$ cat src/rtl/sugar_spawner.sv
// Sugar source for the ant map: picks pseudo-random cells and drives placeSugar for the granted one.
// Optional SUGAR_SKIP_OCCUPIED_EN adds an occupied-cell check with retries and a drop pulse.
module sugar_spawner #(
   parameter int          X_BITS    = 8,
   parameter int          Y_BITS    = 8,
   parameter int          PERIOD    = 1000,
   parameter logic [15:0] SEED      = 16'hACE1,
   parameter int          MAX_TRIES = 4
) (
   input  logic                       Clk,
   input  logic                       Reset,
   input  logic                       enable,
   input  logic                       manual,
   input  logic                       grant,
   input  logic                       curSugar,
   output logic                       req,
   output logic [X_BITS+Y_BITS-1:0]   reqLoc,
   output logic                       placeSugar,
   output logic                       drop,
   output logic [15:0]                placed_count
);

   localparam int          LOC_BITS  = X_BITS + Y_BITS;
   localparam int          CNT_BITS  = $clog2(PERIOD);
   localparam logic [15:0] LFSR_INIT = (SEED == 16'h0000) ? 16'h0001 : SEED;

   typedef enum logic [2:0] {
      IDLE,
      PICK,
      REQ,
      READ,
      WRITE
   } spawnState_t;

   spawnState_t          state;
   logic [CNT_BITS-1:0]  periodCnt;
   logic                 pending;
   logic [15:0]          lfsr;
   logic                 trigger;
   logic                 feedback;

`ifdef SUGAR_SKIP_OCCUPIED_EN
   localparam int TRY_BITS = (MAX_TRIES > 1) ? $clog2(MAX_TRIES) : 1;
   logic [TRY_BITS-1:0]  tries;
`else
   logic                 unusedCurSugar;
   assign unusedCurSugar = curSugar;
`endif

   assign trigger  = enable && (periodCnt == CNT_BITS'(PERIOD - 1));
   assign feedback = lfsr[15] ^ lfsr[13] ^ lfsr[12] ^ lfsr[10];

   // Free-running spawn timer; freezes while disabled without disturbing a spawn in flight.
   always_ff @(posedge Clk or posedge Reset) begin
      if (Reset) begin
         periodCnt <= '0;
      end else if (enable) begin
         if (trigger) periodCnt <= '0;
         else         periodCnt <= periodCnt + CNT_BITS'(1);
      end
   end

   // Spawn sequencer: one queued request at most, LFSR advances only when a cell is picked.
   always_ff @(posedge Clk or posedge Reset) begin
      if (Reset) begin
         state        <= IDLE;
         pending      <= 1'b0;
         lfsr         <= LFSR_INIT;
         req          <= 1'b0;
         reqLoc       <= '0;
         placeSugar   <= 1'b0;
         drop         <= 1'b0;
         placed_count <= 16'd0;
`ifdef SUGAR_SKIP_OCCUPIED_EN
         tries        <= '0;
`endif
      end else begin
         placeSugar <= 1'b0;
         drop       <= 1'b0;
         if (state != IDLE && (trigger || manual)) pending <= 1'b1;
         case (state)
            IDLE: begin
               if (trigger || manual || pending) begin
                  state   <= PICK;
                  pending <= 1'b0;
               end
            end
            PICK: begin
               reqLoc <= {lfsr[LOC_BITS-1:X_BITS], lfsr[X_BITS-1:0]};
               lfsr   <= {lfsr[14:0], feedback};
               req    <= 1'b1;
               state  <= REQ;
            end
            REQ: begin
               if (grant) begin
                  req <= 1'b0;
`ifdef SUGAR_SKIP_OCCUPIED_EN
                  state <= READ;
`else
                  placeSugar <= 1'b1;
                  state      <= WRITE;
`endif
               end
            end
`ifdef SUGAR_SKIP_OCCUPIED_EN
            READ: begin
               if (!curSugar) begin
                  placeSugar <= 1'b1;
                  state      <= WRITE;
               end else if (tries == TRY_BITS'(MAX_TRIES - 1)) begin
                  drop  <= 1'b1;
                  tries <= '0;
                  state <= IDLE;
               end else begin
                  tries <= tries + TRY_BITS'(1);
                  state <= PICK;
               end
            end
`endif
            WRITE: begin
               if (placed_count != 16'hFFFF) placed_count <= placed_count + 16'd1;
`ifdef SUGAR_SKIP_OCCUPIED_EN
               tries <= '0;
`endif
               state <= IDLE;
            end
            default: state <= IDLE;
         endcase
      end
   end

endmodule
$ cat config.mk
export PLATFORM = sky130hd
export DESIGN_NAME = sugar_spawner
export DESIGN_NICKNAME = d
export VERILOG_FILES = /design/src/rtl/sugar_spawner.sv
export SDC_FILE = /design/constraint.sdc
export NUM_CORES = 1
export LEC_CHECK = 0
export ABC_AREA = 1
export BUFFER_PORTS_ARGS = -buffer_cell sky130_fd_sc_hd__buf_2
export CAP_MARGIN = 20
export CORE_ASPECT_RATIO = 0.75
export CORE_MARGIN = 3
export CORE_UTILIZATION = 56
export CTS_BUF_LIST = sky130_fd_sc_hd__clkbuf_16
export DETAILED_ROUTE_END_ITERATION = 10
export GPL_ROUTABILITY_DRIVEN = 0
export GPL_TIMING_DRIVEN = 0
export PLACE_DENSITY = 0.79
export SLEW_MARGIN = 20
export SYNTH_ARGS = -nofsm -noshare
export SYNTH_HDL_FRONTEND = slang
export SYNTH_SLANG_ARGS = --single-unit
export TNS_END_PERCENT = 100
$ cat constraint.sdc
create_clock -name Clk -period 1.8 [get_ports Clk]
set_input_delay 0.09 -clock Clk [delete_from_list [all_inputs] [get_ports Clk]]
set_output_delay 0.09 -clock Clk [all_outputs]
set_load 0.005 [all_outputs]
Word-level counts from Yosys, hierarchy flattened
Index checks and enable logic that the tools add are counted.
W data, S select, Z words.
- register bits: 64
- input bits: 6
- output and inout bits: 35
- logic and storage cells: 41
- add/sub/neg operators: 2
- eq/ne operators: 7
- muxes and demuxes: 11
- bitwise operators: 3
- reductions and logical operators: 10
- operators with widths (kind ; count):
    $add A16 B1 Y16 const B ; 1
    $ne A16 B16 Y1 const B ; 1
    $add A10 B1 Y10 const B ; 1
    $eq A10 B10 Y1 const B ; 1
    $mux W10 ; 1
    $pmux W3 S3 ; 1
    $mux W1 ; 6
    $mux W3 ; 2
    $reduce_and A2 Y1 ; 3
    $ne A2 B2 Y1 const B ; 2
    $eq A3 B1 Y1 const B ; 1
    $eq A3 B2 Y1 const B ; 1
    $eq A3 B3 Y1 const B ; 1
    $logic_not A3 Y1 ; 1
    $reduce_bool A3 Y1 ; 1
    $xor A1 B1 Y1 ; 3
    $logic_and A1 B1 Y1 ; 2
    $logic_or A1 B1 Y1 ; 2
    $pmux W1 S2 ; 1
    $reduce_bool A2 Y1 ; 1

Depth between registers and ports, before layout
Gate-level depths: netlist (run 1).
- depth in word-level cells: 7
- mapped depth: 9

Least setup slack after synthesis (run 1)
No wires, ideal clock.
- kind: register -> register
- start point: reg placed_count[0]
- end point: reg placed_count[4]
- library setup time: 0.116 ns
- arrival: 1.453 ns
- slack: 0.231 ns
- cell stages (with the launch flop): 10
- cells stage by stage: dfrtp_1 ha_1 inv_2 nor2_4 nand2_4 o21ai_4 inv_4 buf_6 nand2_1 nand2_1
- cells in the longest elaborated chain, start to end: 2
- RTL lines (item ; line ; RTL):
    from (decl) ; 20 ; output logic [15:0] placed_count
    from (signal assigned) ; 121 ; if (placed_count != 16'hFFFF) placed_count <= placed_count + 16'd1;
    parallel branches: the longest is 2 deep, another holds $add A16 B1 Y16 ; n/a ;
Parallel ways; which one is timed is not known.
A chain may end at the register's enable or synchronous reset.

Worst setup path in the final report (run 1)
- start point: reg placed_count[1]
- end point: reg placed_count[3]
Same word-level chain as after synthesis.

==> results.md, run 1 <==
- Util after Layout: 69.2%
- Number of global-route vias before repair: 2,174
- Critical Setup Path Class: flip-flop to flip-flop
- Gr usage total: 21.8%
- Post-route ant nets: 0
- PwrDens: ~1100 nW/µm²
- DRT iter0 DRCs: 121
- Yosys warnings: 0
- Clk slew on worst S/H paths: 0.07 ns
- Rel. slew slack: between 50% and 60%
- Fmax: slightly above 0.6 GHz
- Logic pwr share: 24.3%
- Dominant cells by area after synthesis: dfrtp_1 (43%), nand2_1 (19%), dfstp_2 (7.6%)
- Library cells used by synthesis: 27
- Global-route wire length before repair: 9.92 mm
- Synth area leader: dfrtp_1
- Placed cell area: ~3000 µm²
- Most common cell after layout, fill and taps aside: nand2_1
- CP max-delay cell: dfrtp_1
- Share of post-route cells with drive strength above 1: 20.7%
- Syn Nets: 356
- Net switching power: 1180 µW
- Crit. End Element: flip-flop
- Die boundary height: 66.9 µm
- Worst VDD drop: ~0.69 mV
- DP HPWL: approximately 4 mm
- Row count: 21
- Fill cells: 385
- Pins Over Slew Limit: 0
- Synth top area share: 43.4%
- Final Skew: 0.00624 ns
- Cell mode on critical path: nand2_1
- TritonCTS clock tree: built
- WHS Endpoint: state[2]$_DFFE_PP0P_
- Worst hold path depth: 3
- Power share of the clock group: between 20% and 30%
- Flop pwr share: a little under half
- Sw frac: 34.7%
- Grt total ovfl: 0
- Critical Path RT: between 1.5 and 2 ns
- Int Pwr: 2230 µW
- Critical Path Fanout Max: 10
- Core area: 4620 µm²
- Cell breakdown of the critical path: ha_2 > inv_2 > nor2_4 > nand2_4 > o21ai_4 > inv_4 > buf_6 > nand2_1 > nand2_1
- Diodes inserted: 0
- Final Hold Fails: 0
- Die ar.: 5840 µm²
- Unrepaired setup endpoints after global routing: no
- WL per Instance: 12.7 µm
- Post-synthesis register bit count: 56
- Router iterations before antenna repair: 7
- Syn-to-layout area delta: 15.4%
- Final setup fails: 0
- Worst hold margin: 0.0880 ns
- Leakage Power: approximately 0.0017 µW
- Mean Syn Cell Area: 7.96 µm²
- Status: complete, no violations
- Final period utilization: 91.6%
- TritonCTS Sinks: 56
- Worst-Skew Late Latency: 0.29 ns
- Via count: 2,374
- Reg2Reg Depth: 9
- H-tree depth: 2
- Initial antenna violation count: 0
- Post-place setup slack: -0.00540 ns
- Worst Slack Setup Final: 0.151 ns
- Reg-to-reg critical path endpoint: placed_count[3]$_DFFE_PP0P_
- Die Wd: 87.2 µm
- Worst-case clock buffer depth: 2
- Crit path DAT: between 1.5 and 2 ns
- Most frequent cells in the layout: nand2_1 (137), dfrtp_1 (48), buf_2 (39), inv_1 (31), nor2_1 (29)
- Non-Filler Cell Area, Final: 3200 µm²
- Critical Path Max Stage Delay: 0.43 ns
- Hold path start: grant
- Hold/Removal Path Class: primary input to flip-flop
- Max_cap viols: 0
- Fin nets: between 400 and 500
- Tmin final: between 1.5 and 2 ns
- DRC violations left: 0
- Clock root buffer: clkbuf_16
- CTS Buf Count: 5
- Vias per cell: 5.24
- Starting Density: between 50% and 60%
- Power Total: 3420 µW
- Port Buffers: 38
- Synthesized area: 2770 µm²
- R2r startpoint: placed_count[1]$_DFFE_PP0P_
- Tightest Pin Transition: 0.666 ns
- WL final: 5.74 mm
- Register area share after synthesis: between 50% and 60%
- I/O Pins: 41
- Flop-to-flop setup slack: 0.15 ns
- Startpoint Class: flip-flop
- Cells after synthesis: between 300 and 400
- Largest net degree at the start of global routing: 57
==> routing by layer <==
metal  track usage, %  up-vias  wire length (µm)
met5                0        -                 0
met4             7.28        0                71
met3             3.96        7               404
met2             34.4       85              2670
met1             30.5     1118              2590
li1                 -     1164                 -
==> cells by family after synthesis <==
| group | after synthesis | synth area share [%] |
|---|---|---|
| simple gates | 203 | 31.0 |
| other cells | 1 | 0.135 |
| buf+inv | 49 | 8.54 |
| fa+ha+maj | 2 | 0.903 |
| flops | 56 | 50.9 |
| compound gates | 27 | 5.28 |
| xor+xnor | 10 | 3.16 |
==> layout make-up <==
class	count	area (µm²)	share of cell area, %
buffer	14	103	3.21
clock buffer	5	125	3.91
clock inverter	3	18.8	0.587
inverter	35	136	4.26
multi-input combinational	243	1120	35.2
sequential	56	1410	44.1
tap	57	71.3	2.23
timing repair buffer	40	208	6.49
==> worst max-delay path, delay by kind of cell, from the launching register on <==
family	cells	cell delay (ns)
flip-flops	1	0.43
AND/OR/NAND/NOR	4	0.34
adder cells (fa/ha/maj)	1	0.28
buffers and inverters	3	0.26
AO/OA/AOI/OAI	1	0.21
==> cell usage after synthesis <==
| cell | count |
|---|---|
| nor2_4 | 2 |
| inv_4 | 1 |
| buf_2 | 1 |
| nor2_1 | 29 |
| xor2_1 | 4 |
| clkbuf_1 | 2 |
| nand4_1 | 8 |
| nand2_1 | 137 |
| nand2_2 | 3 |
| a21oi_1 | 6 |
| inv_2 | 2 |
| conb_1 | 1 |
| nand2_4 | 1 |
| dfrtp_1 | 48 |
| inv_1 | 32 |
| nand3_1 | 14 |
| xnor2_1 | 6 |
| buf_4 | 9 |
| nor3_1 | 5 |
| or2_2 | 2 |
| nor3_4 | 1 |
| nor3_2 | 1 |
| buf_6 | 2 |
| dfstp_2 | 8 |
| o21ai_4 | 1 |
| o21ai_0 | 20 |
| ha_1 | 2 |
==> power by group through the flow <==
stage | combinational (µW) | clock [µW] | sequential (µW)
3_3_place_gp | 768 | 0 | 1640
6_report | 829 | 957 | 1630
3_5_place_dp | 801 | 0 | 1650
5_1_grt | 950 | 1020 | 1660
4_1_cts | 823 | 977 | 1630
2_1_floorplan | 593 | 0 | 1610
==> worst max-delay path by stage <==
stage	from	endpoint	slack, ns
6_report	placed_count[1]$_DFFE_PP0P_	placed_count[3]$_DFFE_PP0P_	0.15
5_1_grt	placed_count[0]$_DFFE_PP0P_	placed_count[7]$_DFFE_PP0P_	0.02
4_1_cts	placed_count[1]$_DFFE_PP0P_	placed_count[3]$_DFFE_PP0P_	0.04
3_5_place_dp	placed_count[1]$_DFFE_PP0P_	placed_count[3]$_DFFE_PP0P_	-0.005
3_3_place_gp	Reset	periodCnt[7]$_DFFE_PP0P_	-0.31
2_1_floorplan	placed_count[0]$_DFFE_PP0P_	placed_count[4]$_DFFE_PP0P_	0.23
==> through the flow <==
step | TNS (ns) | std cells
after floorplan | 0 | 348
after global routing | 0 | 453
final | 0 | 453
after detailed placement | -0.00943 | 443
after global placement | -14.63 | 443
after CTS | 0 | 452
==> sequential cells by signal (all words and copies together) (netlist names) <==
register and cells:
req 1, placed_count 16, lfsr 8, pending 1
periodCnt 10, placeSugar 1, state 3, reqLoc 16
==> what timing repair did <==
| action | in CTS | in global routing |
|---|---|---|
| pin swaps | 0 | 1 |
| resized for setup | 1 | 0 |
| endpoints found under the setup margin | 6 | 11 |
| buffers inserted | 0 | 1 |
| hold endpoints to repair | 48 | 0 |
| hold buffers | 1 | 0 |
(Power assumes the default switching activity.)
==> run 2: changes to the inputs <==
ABC_AREA = unset   (was 1)
==> results.md, run 2 <==
- WL final: 5.27 mm (was 5.74 mm)
- Critical Path Fanout Max: 7 (was 10)
- Pins Over Slew Limit: 0 (unchanged)
- Final Hold Fails: 0 (unchanged)
- DRC violations left: 0 (unchanged)
- Crit. End Element: flip-flop (unchanged)
- Most common cell after layout, fill and taps aside: nand2_1 (unchanged)
- Rel. slew slack: 55.3% (was 55.6%)
- Fin nets: 308 (was 403)
- Routing usage on met2: 33.1% (was 34.4%)
- Flop pwr share: 48.1% (was 47.7%)
- Row count: 20 (was 21)
- GRT met3 Usage: 4.70% (was 3.96%)
- Setup crit start: placed_count[4]$_DFFE_PP0P_ (was placed_count[1]$_DFFE_PP0P_)
- Int Pwr: 2300 µW (was 2230 µW)
- Sequential cell area: 1410 µm² (about the same)
- Gr usage total: 21.0% (was 21.8%)
- Clock root buffer: clkbuf_16 (unchanged)
- Crit path DAT: 1.91 ns (was 1.83 ns)
- Critical Path RT: 1.98 ns (was 1.99 ns)
- Post-route ant nets: 0 (unchanged)
- TritonCTS clock tree: built (unchanged)
- WL per Instance: 14.8 µm (was 12.7 µm)
- Final Skew: 0.00610 ns (was 0.00624 ns)
- Startpoint Class: flip-flop (unchanged)
- Power share of the clock group: 34.2% (was 28.0%)
- Critical Setup Path Class: flip-flop to flip-flop (unchanged)
- Mean Syn Cell Area: 10.2 µm² (was 7.96 µm²)
- Post-synth EDFFs: 0 (unchanged)
- Library cells used by synthesis: 40 (was 27)
- Net switching power: 962 µW (was 1180 µW)
- Reg2Reg Depth: 5 (was 9)
- Port Buffers: 38 (unchanged)
- Share of post-route cells with drive strength above 1: 28.9% (was 20.7%)
- Worst-case clock buffer depth: 2 (unchanged)
- Met1 usage: 28.9% (was 30.5%)
- Via count: 1,948 (was 2,374)
- Die Wd: 84.1 µm (was 87.2 µm)
- Grt peak-use layer: met2 (unchanged)
- Cells after synthesis: 252 (was 348)
- Synthesized area: 2560 µm² (was 2770 µm²)
- Multi-input gate area: 1070 µm² (was 1120 µm²)
- Synth area leader: dfrtp_1 (unchanged)
- Router iterations before antenna repair: 4 (was 7)
- Global-route wire length before repair: 9.03 mm (was 9.92 mm)
- Syn Nets: 260 (was 356)
- DRT iter0 DRCs: 109 (was 121)
- DP HPWL: 3.40 mm (was 4.04 mm)
- Util after Layout: 72.0% (was 69.2%)
- Logic pwr share: 17.6% (was 24.3%)
- Syn-to-layout area delta: 18.7% (was 15.4%)
- Synth top area share: 46.9% (was 43.4%)
- Dominant cells by area after synthesis: dfrtp_1 (47%), nand2_1 (11%), dfstp_2 (8.2%) (was dfrtp_1 (43%), nand2_1 (19%), dfstp_2 (7.6%))
- Initial antenna violation count: 0 (unchanged)
- I/O Pins: 41 (unchanged)
- Grt total ovfl: 0 (unchanged)
- Worst-Skew Late Latency: 0.30 ns (was 0.29 ns)
- Largest net degree at the start of global routing: 57 (unchanged)
- Die ar.: 5430 µm² (was 5840 µm²)
- Count leader, synth: nand2_1 (unchanged)
- Most frequent cells after synthesis: nand2_1 (74), dfrtp_1 (48), xnor2_1 (11) (was nand2_1 (137), dfrtp_1 (48), inv_1 (32))
- Diodes inserted: 0 (unchanged)
- Most frequent cells in the layout: nand2_1 (74), dfrtp_1 (47), buf_2 (38), xnor2_1 (11), buf_4 (11) (was nand2_1 (137), dfrtp_1 (48), buf_2 (39), inv_1 (31), nor2_1 (29))
- Top_reg_cell synth: dfrtp_1 (unchanged)
- Starting Density: 60.6% (was 59.9%)
- Die boundary height: 64.6 µm (was 66.9 µm)
- R2r startpoint: placed_count[4]$_DFFE_PP0P_ (was placed_count[1]$_DFFE_PP0P_)
- Tightest Pin Transition: 0.670 ns (was 0.666 ns)
- Core area: 4230 µm² (was 4620 µm²)
- Clk slew on worst S/H paths: 0.07 ns (about the same)
- Yosys warnings: 0 (unchanged)
- Leakage Power: 0.00162 µW (was 0.00172 µW)
- PwrDens: 1070 nW/µm² (about the same)
- Max_cap viols: 0 (unchanged)
- Status: complete, no violations (unchanged)
- Fmax: 0.580 GHz (was 0.607 GHz)
- H-tree depth: 2 (unchanged)
- Fill cells: 305 (was 385)
- Flop-to-flop setup slack: 0.08 ns (was 0.15 ns)
- Final setup fails: 0 (unchanged)
- Biggest regs: placed_count x16, reqLoc x16, periodCnt x10 (unchanged)
- Tmin final: 1.72 ns (was 1.65 ns)
- Reg-to-reg critical path endpoint: placed_count[1]$_DFFE_PP0P_ (was placed_count[3]$_DFFE_PP0P_)
- Vias per cell: 5.47 (was 5.24)
- Register area share after synthesis: 55.1% (was 50.9%)
- Post-synthesis register bit count: 56 (unchanged)
- Number of global-route vias before repair: 1,869 (was 2,174)
- Sw frac: 29.5% (was 34.7%)
- TritonCTS Sinks: 56 (unchanged)
- Worst hold margin: 0.0523 ns (was 0.0880 ns)
- Worst VDD drop: 0.651 mV (was 0.691 mV)
- Hold/Removal Path Class: primary input to flip-flop (unchanged)
- Final period utilization: 95.7% (was 91.6%)
- Worst setup path endpoint: placed_count[1]$_DFFE_PP0P_ (was placed_count[3]$_DFFE_PP0P_)
- CTS Buf Count: 5 (unchanged)
- Asr flop ratio synth: 100% (unchanged)
-- run 2: cell count changes in the layout (fill, tap and decap cells not counted), sizes merged, moves of 5 or more --
cell   delta
inv      -29
nand2    -67
nand3     -5
nor2     -20
nor4      +6
o21ai    -16
xnor2     +5
xor2      +6
-- run 2: how the worst min path moves through the flow --
stage / startpoint / end / slack (ns) / cells past startpoint
CTS: manual / state[0]$_DFFE_PP0P_ / 0.05 / 2
detailed placement: Reset / placed_count[4]$_DFFE_PP0P_ / 0.24 / 2
finish: manual / state[0]$_DFFE_PP0P_ / 0.05 / 2
global route: manual / state[0]$_DFFE_PP0P_ / 0.07 / 2
global placement: manual / state[0]$_DFFE_PP0P_ / 0.35 / 2
floorplan: enable / periodCnt[1]$_DFFE_PP0P_ / 0.20 / 1
-- run 2: critical path: stages, from the launching register on --
cell	delay, ns
dfrtp_1	0.49
nand4_4	0.25
nor4_4	0.36
buf_4	0.18
nor2_2	0.05
mux2_2	0.27
-- run 2: repair_timing --
| action | 4_1_cts | 5_1_grt |
|---|---|---|
| hold endpoints to repair | 48 | 0 |
| pin swaps | 1 | 1 |
| endpoints found under the setup margin | 7 | 27 |
| buffers inserted | 2 | 0 |
| resized for setup | 0 | 9 |
| hold buffers | 1 | 0 |
-- run 2: metal layers --
metal / share of wire (%) / up-vias
met5: 0 / -
met1: 46 / 933
met3: 5.7 / 4
met2: 48 / 67
li1: - / 944
met4: 0.87 / 0
-- run 2: layout make-up --
cell class	count	share of cell area [%]
flip-flops and latches	56	46.4
multi-input cells	177	35.0
repair buffers	41	7.07
clock buffers	5	4.11
plain buffers	14	2.92
well taps	55	2.26
clock inverters	3	1.52
inverters	5	0.699
-- run 2: kinds of logic (layout without fill, tap and decap cells) --
group | count (synthesis) | in the layout | synth area share (%)
other | 1 | 1 | 0.146
buffers and inverters | 19 | 68 | 4.10
xor gates and xnor gates | 21 | 21 | 7.17
DFF | 56 | 56 | 55.1
adders and majority gates | 2 | 2 | 0.976
AOI/OAI and AO/OA | 17 | 17 | 4.10
and+or+nand+nor | 134 | 134 | 27.6
muxes | 2 | 2 | 0.830
-- run 2: power groups by stage --
| stage | Combinational, µW | Clock (µW) | Sequential (µW) |
|---|---|---|---|
| after floorplan | 403 | 0 | 1550 |
| after global placement | 544 | 0 | 1570 |
| after detailed placement | 554 | 0 | 1580 |
| after CTS | 565 | 1130 | 1560 |
| after global routing | 657 | 1190 | 1600 |
| final | 575 | 1110 | 1570 |
-- run 2: per-stage QoR --
stage	cells	total power, µW	setup WS [ns]	area, µm²	TNS [ns]
after global placement	345	2110	-0.340	2820	-16.28
after floorplan	252	1950	0.114	2560	0
after CTS	356	3250	0.0339	3020	0
after detailed placement	345	2130	-0.140	2830	-0.254
after global routing	356	3450	-0.00400	3040	-0.00400
final	356	3260	0.0768	3040	0
==> run 3: changes to the inputs <==
--- a/config.mk
+++ b/config.mk
@@ -10,11 +10,11 @@
 export CORE_ASPECT_RATIO = 0.75
 export CORE_MARGIN = 3
-export CORE_UTILIZATION = 56
+export CORE_UTILIZATION = 60
 export CTS_BUF_LIST = sky130_fd_sc_hd__clkbuf_16
 export DETAILED_ROUTE_END_ITERATION = 10
 export GPL_ROUTABILITY_DRIVEN = 0
 export GPL_TIMING_DRIVEN = 0
-export PLACE_DENSITY = 0.79
-export SLEW_MARGIN = 20
+export PLACE_DENSITY = 0.84
+export SLEW_MARGIN = 0
 export SYNTH_ARGS = -nofsm -noshare
 export SYNTH_HDL_FRONTEND = slang
==> constraint.sdc (replaced) <==
create_clock -name Clk -period 2.1 [get_ports Clk]
set_input_delay 0.105 -clock Clk [delete_from_list [all_inputs] [get_ports Clk]]
set_output_delay 0.105 -clock Clk [all_outputs]
set_load 0.01 [all_outputs]
==> results.md, run 3 (synthesis gave the netlist of run 2 again) <==
- Worst VDD drop: 0.837 mV (was 0.651 mV)
- Cell breakdown of the critical path: ha_1 > nand3_1 > nor4_4 > nor2_2 > mux2_2 (was nand4_4 > nor4_4 > buf_4 > nor2_2 > mux2_2)
- Rel. slew slack: 64.1% (was 55.3%)
- Crit path DAT: 2.10 ns (was 1.91 ns)
- Die boundary height: 62.6 µm (was 64.6 µm)
- Most common cell after layout, fill and taps aside: nand2_1 (unchanged)
- DRT iter0 DRCs: 118 (was 109)
- CP max-delay cell: nor4_4 (was dfrtp_1)
- Critical Path Fanout Max: 5 (was 7)
- Multi-input gate area: 1050 µm² (was 1070 µm²)
- Router iterations before antenna repair: 4 (unchanged)
- Gr usage total: 22.3% (was 21.0%)
- Met1 usage: 34.3% (was 28.9%)
- Die ar.: 5100 µm² (was 5430 µm²)
- Leakage Power: 0.00160 µW (was 0.00162 µW)
- Final period utilization: 91.4% (was 95.7%)
- Worst-Skew Late Latency: 0.29 ns (was 0.30 ns)
- Final Hold Fails: 0 (unchanged)
- PwrDens: 899 nW/µm² (was 1070 nW/µm²)
- CTS Buf Count: 5 (unchanged)
- Critical Path RT: 2.28 ns (was 1.98 ns)
- Tmin final: 1.92 ns (was 1.72 ns)
- Setup_tns: 0 ns (unchanged)
- WL final: 5.05 mm (was 5.27 mm)
- Pins Over Slew Limit: 0 (unchanged)
- Grt total ovfl: 0 (unchanged)
- Largest net degree at the start of global routing: 41 (was 57)
- Max_cap viols: 0 (unchanged)
- I/O Pins: 41 (unchanged)
- Fill cells: 251 (was 305)
- Sw frac: 31.4% (was 29.5%)
- Final Skew: 0.00673 ns (was 0.00610 ns)
- WL per Instance: 14.3 µm (was 14.8 µm)
- Initial antenna violation count: 0 (unchanged)
- Flop pwr share: 50.2% (was 48.1%)
- Core area: 3870 µm² (was 4230 µm²)
- Placed instance count: 343 (was 345)
- R2r startpoint: placed_count[0]$_DFFE_PP0P_ (was placed_count[4]$_DFFE_PP0P_)
- DP HPWL: 3.54 mm (was 3.40 mm)
- Fin nets: 307 (was 308)
- Grt peak-use layer: met1 (was met2)
- Number of global-route vias before repair: 1,720 (was 1,869)
- Global-route wire length before repair: 8.57 mm (was 9.03 mm)
- Die Wd: 81.5 µm (was 84.1 µm)
- Hold/Removal Path Class: primary input to flip-flop (unchanged)
- Tightest Pin Transition: 0.535 ns (was 0.670 ns)
- Most frequent cells in the layout: nand2_1 (74), dfrtp_1 (48), buf_2 (38), xnor2_1 (11) (was nand2_1 (74), dfrtp_1 (47), buf_2 (38), xnor2_1 (11), buf_4 (11))
- Logic pwr share: 18.9% (was 17.6%)
- Crit. End Element: flip-flop (unchanged)
- Diodes inserted: 0 (unchanged)
- Status: complete, no violations (unchanged)
- Startpoint Class: flip-flop (unchanged)
- TritonCTS clock tree: built (unchanged)
- Post-Layout Cell Count: 352 (was 356)
- GRT met3 Usage: 6.63% (was 4.70%)
- Post-route ant nets: 0 (unchanged)
- Net switching power: 847 µW (was 962 µW)
- Starting Density: 66.2% (was 60.6%)
- Int Pwr: 1850 µW (was 2300 µW)
- H-tree depth: 2 (unchanged)
- Unrepaired setup endpoints after global routing: no
- Setup crit start: placed_count[0]$_DFFE_PP0P_ (was placed_count[4]$_DFFE_PP0P_)
- Share of post-route cells with drive strength above 1: 26.7% (was 28.9%)
- Critical Setup Path Class: flip-flop to flip-flop (unchanged)
- Via count: 1,917 (was 1,948)
- Row count: 19 (was 20)
- Power share of the clock group: 30.9% (was 34.2%)
- Fmax: 0.521 GHz (was 0.580 GHz)
- Flop-to-flop setup slack: 0.18 ns (was 0.08 ns)
- TritonCTS Sinks: 56 (unchanged)
- Routing usage on met2: 29.8% (was 33.1%)
- Sequential cell area: 1410 µm² (about the same)
- Biggest regs: placed_count x16, reqLoc x16, periodCnt x10 (unchanged)
- DRC violations left: 0 (unchanged)
- Vias per cell: 5.45 (was 5.47)
- Syn-to-layout area delta: 16.9% (was 18.7%)
- Hold path start: enable (was manual)
- Port Buffers: 38 (unchanged)
- Critical Path Max Stage Delay: 0.52 ns (was 0.49 ns)
- Worst-case clock buffer depth: 2 (unchanged)
- Clock root buffer: clkbuf_16 (unchanged)
- Final setup fails: 0 (unchanged)
- Clk slew on worst S/H paths: 0.07 ns (about the same)
- Post-CTS setup buffers: 0 (was 2)
==> run 3: worst paths after layout <==
path,end,cells after the start
worst max-delay path,placed_count[1]$_DFFE_PP0P_,5
min in group asynchronous,placed_count[4]$_DFFE_PP0P_,3
max in group asynchronous,lfsr[11]$_DFFE_PP1P_,4
worst min-delay path,periodCnt[1]$_DFFE_PP0P_,2
worst max register to register,placed_count[1]$_DFFE_PP0P_,5
worst min register to register,lfsr[7]$_DFFE_PP1P_,2
==> run 3: repair_timing <==
item | in CTS | in global routing
setup endpoints to repair | 0 | 0
resized for setup | 0 | 0
endpoints found under the hold margin | 16 | 0
hold buffers | 1 | 0
==> run 3: critical path: cells and delay by family, from the launching register on <==
family / cells / cell delay, ns
fa+ha+maj: 1 / 0.24
flops: 1 / 0.44
mux: 1 / 0.29
simple gates: 3 / 0.84
==> run 3: metal layers <==
layer  wire length (µm)  up-vias  share of wire (%)
met5                  0        -                  0
met4                 57        0                1.1
met3                291        6                5.8
met2               2270       70                 45
met1               2440      912                 48
li1                   -      929                  -
==> run 3: power by group through the flow <==
stage	clock (µW)	combinational [µW]	sequential, µW
after floorplan	0	346	1350
after CTS	843	513	1350
after global placement	0	482	1350
after detailed placement	0	507	1360
after global routing	914	565	1370
final	833	508	1350
==> run 3: layout make-up <==
type / count / share of cell area (%)
multi-input combinational: 177 / 34.9
sequential: 56 / 47.1
clock inverter: 3 / 0.752
inverter: 5 / 0.626
timing repair buffer: 40 / 7.35
clock buffer: 5 / 4.18
tap: 52 / 2.17
buffer: 14 / 2.88
==> run 3: through the flow <==
step | setup slack (ns) | hold WS (ns) | util, % | instance area, µm² | power (µW)
2_1_floorplan | 0.372 | 0.213 | - | 2560 | 1690
3_3_place_gp | 0.00382 | 0.371 | 72.7 | 2820 | 1830
3_5_place_dp | 0.229 | 0.114 | 73.3 | 2840 | 1870
4_1_cts | 0.177 | 0.0696 | 77.3 | 3000 | 2700
5_1_grt | 0.0850 | 0.0766 | 77.3 | 3000 | 2850
6_report | 0.181 | 0.0783 | 77.3 | 3000 | 2690
